<file path="src/rtl/cvxif_pkg.sv">
// CV-X-IF link types shared by the core-side initiator and the accelerator.
package cvxif_pkg;

  localparam int unsigned X_ID_WIDTH  = 4;
  localparam int unsigned X_NUM_RS    = 2;
  localparam int unsigned X_RFR_WIDTH = 64;
  localparam int unsigned X_RFW_WIDTH = 64;

  typedef struct packed {
    logic [31:0]                             instr;
    logic [1:0]                              mode;
    logic [X_ID_WIDTH-1:0]                   id;
    logic [X_NUM_RS-1:0][X_RFR_WIDTH-1:0]    rs;
    logic [X_NUM_RS-1:0]                     rs_valid;
  } x_issue_req_t;

  typedef struct packed {
    logic accept;
    logic writeback;
    logic exc;
  } x_issue_resp_t;

  typedef struct packed {
    logic [X_ID_WIDTH-1:0]  id;
    logic [X_RFW_WIDTH-1:0] data;
    logic [4:0]             rd;
    logic                   we;
    logic                   exc;
    logic [5:0]             exccode;
  } x_result_t;

endpackage

</file>
<file path="src/rtl/ecc_xif_pkg.sv">
// ECC accelerator encodings shared between the core initiator and the accelerator decoder.
package ecc_xif_pkg;

  localparam logic [6:0] ECC_OPCODE = 7'b0101011;

  typedef enum logic [2:0] {
    OP_MOD = 3'b000,
    OP_ADD = 3'b001,
    OP_SUB = 3'b010,
    OP_MUL = 3'b011
  } ecc_op_e;

  typedef enum logic [1:0] {
    STATUS_OK      = 2'b00,
    STATUS_REJECT  = 2'b01,
    STATUS_TIMEOUT = 2'b10
  } ecc_status_e;

  typedef struct packed {
    ecc_status_e status;
    logic [63:0] data;
    logic        we;
    logic [4:0]  rd;
  } ecc_rsp_t;

endpackage

</file>
<file path="src/rtl/ecc_xif_timeout.sv">
// Saturating wait counter; expired_c is high while enabled and TIMEOUT-1 cycles have elapsed since clear.
module ecc_xif_timeout #(
  parameter int unsigned TIMEOUT = 1024,
  parameter int unsigned CNT_W   = $clog2(TIMEOUT + 1)
) (
  input  logic clk_i,
  input  logic rst_ni,
  input  logic clear_i,
  input  logic enable_i,
  output logic expired_c
);

  logic [CNT_W-1:0] cnt_q, cnt_d;
  logic             at_limit;

  assign at_limit  = (cnt_q == CNT_W'(TIMEOUT - 1));
  assign expired_c = enable_i & at_limit;

  always_comb begin
    cnt_d = cnt_q;
    if (clear_i) begin
      cnt_d = '0;
    end else if (enable_i && !at_limit) begin
      cnt_d = cnt_q + CNT_W'(1);
    end
  end

  always_ff @(posedge clk_i) begin
    if (!rst_ni) begin
      cnt_q <= '0;
    end else begin
      cnt_q <= cnt_d;
    end
  end

endmodule

</file>
<file path="src/rtl/ecc_xif_initiator.sv">
// Core-side CV-X-IF initiator: issues one ECC command at a time and returns its result or failure status.
module ecc_xif_initiator
  import cvxif_pkg::*;
  import ecc_xif_pkg::*;
#(
  parameter int unsigned TIMEOUT = 1024,
  parameter int unsigned CNT_W   = $clog2(TIMEOUT + 1)
) (
  input  logic         clk_i,
  input  logic         rst_ni,
  input  logic         cmd_valid_i,
  output logic         cmd_ready_o,
  input  logic [2:0]   cmd_op_i,
  input  logic [4:0]   cmd_rd_i,
  input  logic [63:0]  cmd_a_i,
  input  logic [63:0]  cmd_b_i,
  output logic         x_issue_valid_o,
  input  logic         x_issue_ready_i,
  input  logic         x_issue_resp_accept_i,
  output x_issue_req_t x_issue_req_o,
  input  logic         x_result_valid_i,
  output logic         x_result_ready_o,
  input  x_result_t    x_result_i,
  output logic         rsp_valid_o,
  input  logic         rsp_ready_i,
  output logic [1:0]   rsp_status_o,
  output logic [63:0]  rsp_data_o,
  output logic         rsp_we_o,
  output logic [4:0]   rsp_rd_o
);

  typedef enum logic [1:0] {IDLE, ISSUE, WAIT_RES, RESP} state_e;

  state_e                state_q, state_d;
  logic [X_ID_WIDTH-1:0] id_q, id_d;
  x_issue_req_t          req_q, req_d;
  ecc_rsp_t              rsp_q, rsp_d;
  logic                  issue_valid_q, issue_valid_d;
  logic                  res_ready_q, res_ready_d;
  logic                  rsp_valid_q, rsp_valid_d;
  logic                  tmo_clear, tmo_en, tmo_expired;
  logic                  res_match;
  logic                  unused_exccode;

  assign unused_exccode = ^x_result_i.exccode;
  assign res_match      = x_result_valid_i && (x_result_i.id == req_q.id);

  ecc_xif_timeout #(
    .TIMEOUT (TIMEOUT),
    .CNT_W   (CNT_W)
  ) u_timeout (
    .clk_i     (clk_i),
    .rst_ni    (rst_ni),
    .clear_i   (tmo_clear),
    .enable_i  (tmo_en),
    .expired_c (tmo_expired)
  );

  // Next-state and output register inputs
  always_comb begin
    state_d       = state_q;
    id_d          = id_q;
    req_d         = req_q;
    rsp_d         = rsp_q;
    issue_valid_d = issue_valid_q;
    res_ready_d   = res_ready_q;
    rsp_valid_d   = rsp_valid_q;
    tmo_clear     = 1'b0;
    tmo_en        = 1'b0;

    case (state_q)
      IDLE: begin
        if (cmd_valid_i) begin
          req_d.instr    = {7'b0, 5'b0, 5'b0, cmd_op_i, cmd_rd_i, ECC_OPCODE};
          req_d.mode     = 2'b00;
          req_d.id       = id_q;
          req_d.rs[0]    = cmd_a_i;
          req_d.rs[1]    = cmd_b_i;
          req_d.rs_valid = 2'b11;
          rsp_d.rd       = cmd_rd_i;
          issue_valid_d  = 1'b1;
          state_d        = ISSUE;
        end
      end
      ISSUE: begin
        if (x_issue_ready_i) begin
          issue_valid_d = 1'b0;
          if (x_issue_resp_accept_i) begin
            tmo_clear   = 1'b1;
            res_ready_d = 1'b1;
            state_d     = WAIT_RES;
          end else begin
            rsp_d.status = STATUS_REJECT;
            rsp_d.data   = '0;
            rsp_d.we     = 1'b0;
            rsp_valid_d  = 1'b1;
            state_d      = RESP;
          end
        end
      end
      WAIT_RES: begin
        tmo_en = 1'b1;
        // A matching result takes priority over expiry in the same cycle
        if (res_match) begin
          rsp_d.status = x_result_i.exc ? STATUS_REJECT : STATUS_OK;
          rsp_d.data   = x_result_i.exc ? '0 : x_result_i.data;
          rsp_d.we     = x_result_i.we;
          rsp_d.rd     = x_result_i.rd;
          res_ready_d  = 1'b0;
          rsp_valid_d  = 1'b1;
          state_d      = RESP;
        end else if (tmo_expired) begin
          rsp_d.status = STATUS_TIMEOUT;
          rsp_d.data   = '0;
          rsp_d.we     = 1'b0;
          res_ready_d  = 1'b0;
          rsp_valid_d  = 1'b1;
          state_d      = RESP;
        end
      end
      RESP: begin
        if (rsp_ready_i) begin
          rsp_valid_d = 1'b0;
          id_d        = id_q + X_ID_WIDTH'(1);
          state_d     = IDLE;
        end
      end
      default: state_d = IDLE;
    endcase
  end

  always_ff @(posedge clk_i) begin
    if (!rst_ni) begin
      state_q       <= IDLE;
      id_q          <= '0;
      req_q         <= '0;
      rsp_q         <= '0;
      issue_valid_q <= 1'b0;
      res_ready_q   <= 1'b0;
      rsp_valid_q   <= 1'b0;
    end else begin
      state_q       <= state_d;
      id_q          <= id_d;
      req_q         <= req_d;
      rsp_q         <= rsp_d;
      issue_valid_q <= issue_valid_d;
      res_ready_q   <= res_ready_d;
      rsp_valid_q   <= rsp_valid_d;
    end
  end

  assign cmd_ready_o      = (state_q == IDLE);
  assign x_issue_valid_o  = issue_valid_q;
  assign x_issue_req_o    = req_q;
  assign x_result_ready_o = res_ready_q;
  assign rsp_valid_o      = rsp_valid_q;
  assign rsp_status_o     = rsp_q.status;
  assign rsp_data_o       = rsp_q.data;
  assign rsp_we_o         = rsp_q.we;
  assign rsp_rd_o         = rsp_q.rd;

endmodule
</file>
<file path="config.mk">
export PLATFORM = sky130hd
export DESIGN_NAME = ecc_xif_initiator
export DESIGN_NICKNAME = d
export VERILOG_FILES = /design/src/rtl/cvxif_pkg.sv /design/src/rtl/ecc_xif_pkg.sv /design/src/rtl/ecc_xif_timeout.sv /design/src/rtl/ecc_xif_initiator.sv
export SDC_FILE = /design/constraint.sdc
export NUM_CORES = 1
export LEC_CHECK = 0
export BUFFER_PORTS_ARGS = -buffer_cell sky130_fd_sc_hd__buf_4
export CORE_AREA = 4 4 180 182
export DETAILED_ROUTE_END_ITERATION = 16
export DIE_AREA = 0 0 184 186
export PLACE_DENSITY = 0.65
export SLEW_MARGIN = 20
export SYNTH_ARGS = -nofsm -noshare
export SYNTH_HDL_FRONTEND = slang
export SYNTH_HIERARCHICAL = 1
export SYNTH_SLANG_ARGS = --single-unit
</file>
<file path="constraint.sdc">
create_clock -name clk_i -period 4.8 [get_ports clk_i]
set_input_delay 0.96 -clock clk_i [delete_from_list [all_inputs] [get_ports clk_i]]
set_output_delay 0.96 -clock clk_i [all_outputs]
set_load 0.03 [all_outputs]
</file>
Word-level counts from Yosys, hierarchy flattened --
Index checks and enable logic that the tools add are counted.
Cells by class: add/sub/neg operators 2, $mul 0, divide/modulo/power cells 0, $lt $le $gt $ge 0, eq/ne operators 12, shift operators 0, multiplexer cells 35, bitwise logic cells 2, reductions and logical operators 17
Operators by type and width (count):
- 2-to-1 mux 67 bit | 4
- one-hot mux 67 bit (2 select lines) | 1
- 2-to-1 mux 64 bit | 1
- 2-to-1 mux 1 bit | 17
- != test 2 bit (second input constant) | 6
- AND reduction 4 bit | 3
- adder 11 x 1 -> 11 bit (second input constant) | 1
- == test 11 x 10 -> 1 bit (second input constant) | 1
- 2-to-1 mux 2 bit | 5
- 2-to-1 mux 5 bit | 2
- one-hot mux 5 bit (2 select lines) | 1
- one-hot mux 2 bit (4 select lines) | 1
- AND reduction 3 bit | 2
- nonzero test 2 bit | 3
- AND reduction 5 bit | 1
- adder 4 x 1 -> 4 bit (second input constant) | 1
- == test 2 bit (second input constant) | 2
- == test 4 bit | 1
- one-hot mux 1 bit (2 select lines) | 2
- AND reduction 2 bit | 2
- != test 3 bit (second input constant) | 1
- one-hot mux 1 bit (3 select lines) | 1
- nonzero test 3 bit | 1
- == test 2 x 1 -> 1 bit (second input constant) | 1
- other kinds (6) | 7
Storage, ports and cells: register bits after elaboration 237, bits in latches 0, RAM bits 0, bits in read-only memories 0, input bits 224, memories 0

Depth between registers and ports, before layout --
depth in word-level cells 6, gate-level depth with buffers 10, mapped depth without buffers 7

Hierarchy --
The synthesis kept the hierarchy.
Modules (own cells, without submodules):
- ecc_xif_initiator | times used 1, cells an instance 893, area each 7927.6 µm², seq. area each 4444.3 µm²
- ecc_xif_timeout | times used 1, cells an instance 77, area each 673.1 µm², seq. area each 220.2 µm²

Worst setup path before layout --
Ideal clock, no wire load.
kind in2reg, start input x_result_i[79] in the netlist's numbering, end register rsp_q, in the netlist rsp_data_o[10], setup time 0.117 ns, data arrival time 2.117 ns, setup slack 2.566 ns, stages 7, buffers on the path 2, path through xor2_1 nor3_2 a211oi_1 o21a_1 buf_2 buf_4 a22o_1
On the way: cells in the longest elaborated chain, start to end 4
RTL lines:
- start: declaration | line ecc_xif_initiator.sv:23 | input x_result_t x_result_i,
- == test 4 bit * | line ecc_xif_initiator.sv:46 | assign res_match = x_result_valid_i && (x_result_i.id == req_q.id);
- logical AND 1 bit * | line ecc_xif_initiator.sv:46
- != test 3 bit (no source line) / 2-to-1 mux 67 bit (equally long branches)
- AND reduction 4 bit (no source line) / one-hot mux 67 bit (2 select lines) (equally long branches)
- end signal: assignment | line ecc_xif_initiator.sv:145 | rsp_q <= rsp_d;
- end: declaration | line ecc_xif_initiator.sv:37 | ecc_rsp_t rsp_q, rsp_d;
Mark *: on every way between the ends. The rest lies on a longest branch, timed or not. A chain may end at the register's enable or synchronous reset.

Final worst setup path --
start register state_q[0], end register rsp_q, in the netlist rsp_data_o[50]
On the way: cells in the longest elaborated chain, start to end 5
RTL lines:
- start: declaration | line ecc_xif_initiator.sv:34 | state_e state_q, state_d;
- start signal: assignment | line ecc_xif_initiator.sv:142 | state_q <= state_d;
- == test 2 bit | line ecc_xif_initiator.sv:71 | case (state_q)
- 2-to-1 mux 1 bit | line ecc_xif_initiator.sv:71
- net tmo_en | line ecc_xif_initiator.sv:41 | logic tmo_clear, tmo_en, tmo_expired;
- AND 1 bit | line ecc_xif_timeout.sv:17 | assign expired_c = enable_i & at_limit;
- net tmo_expired | line ecc_xif_initiator.sv:41
- != test 3 bit (no source line)
- AND reduction 4 bit (no source line)
The timed path passes the listed nets, and every way through them passes these cells.

==> out/metrics.cfg <==
[synthesis]
synth-edff-count=0
yosys_register_bits=233
mappedNetlistArea_sq_mm=0.00860
yosysWarnings=6
yosysTopAreaCell=dfxtp_1
async_flop_share_pct=0
synth_ff_type=dfxtp_1
synth.area.top_cells=dfxtp_1 54%, nand2_1 13%, a21oi_1 8.8%
yosysTopAreaCellShare_pct=54.2
ys_seq_area_share_pct=54.2
synthCells=970
avgSynthCellArea_sq_um=8.87
synth_cell_types=56

[placed_design]
dp_slack_ns=1.82
io_buffers=439
dp_hpwl_microns=21300
placed_area_sq_mm=0.0120
gp_congestion=0.834

[global_routing]
track_usage_pct=15.2
grt_max_degree=81
antenna_found_initial=0
first_global_vias=7672
overflow=0
grt_pass1_wl_microns=42400

[die]
dieWidth_microns=184
start_util_pct=28.1
core_sq_mm=0.0306
die_height_microns=186
io_pins=468
rows=64
dieArea_sq_mm=0.0342

[timing]
tightest_slew_ns=0.808
fin_setup_tns_ns=0
min_period_over_period_pct=60.1
slew_headroom_pct=45.5
max_freq_mhz=347
layout_setup_ws_ns=1.91
slew_viol_final=0
rsz0062_at_grt=false
min_period_ns=2.89
fin_skew_ns=0.0121
setup_violations=0
finalHoldViolCount=0

[outcome]
outcome=finished clean

[power_and_ir_drop]
cellLeakagePower_nw=5.79
p_per_area_mw_per_mm2=499
ir_drop_v=0.000303
total_power_mw=6.43

[critical_path]
cp.required_ns=5.22
cp-start-kind=flop
endpoint_kind=flop
cp_max_fo=33
path_class=reg -> reg
worstPathArrival_ns=3.30

[cts]
cts_max_level=1
cts_buffer_depth=3
cts_buffers=27
cts_setup_buffers=0
path_clk_slew_ns=0.06
cts.sinks=233
root_buffer=clkbuf_16
cts_hold_buf=0
ctsResizeCount=0
cts_tree=done
insertion_delay_ns=0.53

[run]
maxCapViolations=0

[layout]
antenna_cells=0
fill_cells=3033
num-nets-final=1600
drive_gt1_share_pct=36.6
area_delta_synth_final_pct=49.9
fin_area_sq_mm=0.0129

[route]
dr.first_iter.drc_count=297
num_vias=8179
drcViolationCount=0
drtAntennaViolNets=0
firstDrtPassIters=4
wl_per_cell_microns=16.2
via_per_inst=4.58
wl_microns=28800

[worst_hold_path]
hp-class=reg -> reg

logic make-up (layout without fill, tap and decap cells):
group           Yosys count  in the layout  synth area share, %
compound gates          259            259                 19.6
simple gates            352            352                 16.9
buf+inv                 106            504                 6.94
other cells               1             22               0.0436
xor+xnor                  6              6                0.611
flops                   233            233                 54.2
fa+ha+maj                 6              6                0.873
mux                       7              7                0.815
worst paths after layout:
kind	end	cells after the start	startpoint	slack (ns)
setup / recovery	rsp_data_o[50]	10	state_q[0]	1.91
hold / removal	u_timeout/cnt_q[10]	2	u_timeout/cnt_q[10]	0.44
setup reg to reg	rsp_data_o[50]	10	state_q[0]	1.91
hold reg to reg	u_timeout/cnt_q[10]	2	u_timeout/cnt_q[10]	0.44
routing by layer:
metal | routed length [microns] | vias up | global-route usage, %
met5 | 0 | - | 0
met3 | 3280 | 49 | 6.06
met2 | 14000 | 355 | 26.4
met1 | 10700 | 3725 | 17.1
li1 | - | 4050 | -
met4 | 898 | 0 | 4.70
per-stage QoR:
| stage | hold WS [ns] | util (%) | std cells |
|---|---|---|---|
| after floorplan | 0.416 | - | 991 |
| after global placement | 0.424 | 39.3 | 1737 |
| after detailed placement | 0.435 | 39.3 | 1737 |
| after CTS | 0.441 | 42.1 | 1785 |
| after global routing | 0.455 | 42.1 | 1785 |
| final | 0.440 | 42.1 | 1785 |
cell type report:
type | instances | area, sq um | area share (%)
clock inverter | 10 | 82.6 | 0.641
clock buffer | 38 | 787 | 6.11
inverter | 8 | 32.5 | 0.252
tap | 396 | 495 | 3.84
sequential | 233 | 4660 | 36.2
multi-input combinational | 652 | 3440 | 26.7
timing repair buffer | 448 | 3390 | 26.3
placed cells by master, fill, tap and decap left out, types with 3 or more instances in the layout:
cell type	instances
a211oi_1	6
a21oi_1	152
a22o_1	64
a41oi_1	3
and2_1	4
and3_1	6
buf_4	446
clkbuf_1	4
clkbuf_16	27
clkbuf_8	7
clkinv_2	7
conb_1	22
dfxtp_1	233
ha_1	6
inv_1	7
mux2i_1	7
nand2_1	299
nand3_1	10
nand4_1	4
nor2_1	6
nor2b_1	3
nor3_1	3
o211ai_1	3
o21ai_0	7
o221a_2	6
xor2_1	5
cells in the mapped netlist (all sizes together), types with 2 or more instances:
library cell  instances
a41oi                 3
mux2i                 7
buf                  59
nor2                  6
o221a                 6
a21oi               152
and2                  7
o41ai                 2
a211o                 2
o21ai                 9
nand4                 4
a22o                 64
and3                  6
nand3                10
nand2               300
a2111oi               2
a211oi                6
clkbuf               39
o31ai                 2
nor2b                 3
nand2b                2
ha                    6
nor3                  4
nand3b                2
a31oi                 2
o211ai                3
xor2                  5
dfxtp               233
inv                   7
flip-flops by register name (all words and copies together), names as in the netlist:
signal            cells
x_issue_req_o       141
rsp_data_o           64
u_timeout/cnt_q      11
rsp_rd_o              5
id_q                  4
rsp_status_o          2
state_q               2
rsp_valid_o           1
rsp_we_o              1
x_issue_valid_o       1
x_result_ready_o      1
power by group:
| group | internal [mW] | leakage, nW | switching, mW | total (mW) |
|---|---|---|---|---|
| logic | 0.722 | 3.45 | 1.38 | 2.11 |
| registers | 2.19 | 1.90 | 0.142 | 2.33 |
| clock network | 1.19 | 0.438 | 0.804 | 1.99 |
| total | 4.10 | 5.79 | 2.33 | 6.43 |
worst max-delay path, cell delays in order, from the launching register on:
cell and delay (ns):
dfxtp_1 0.33, inv_1 0.13, ha_1 0.17, buf_4 0.24, nand3_1 0.16, nor4_1 0.52, a211oi_1 0.08, buf_4 0.20
o21a_2 0.42, buf_12 0.27, a22o_1 0.24
No activity file was read; power rests on OpenSTA's default activity.
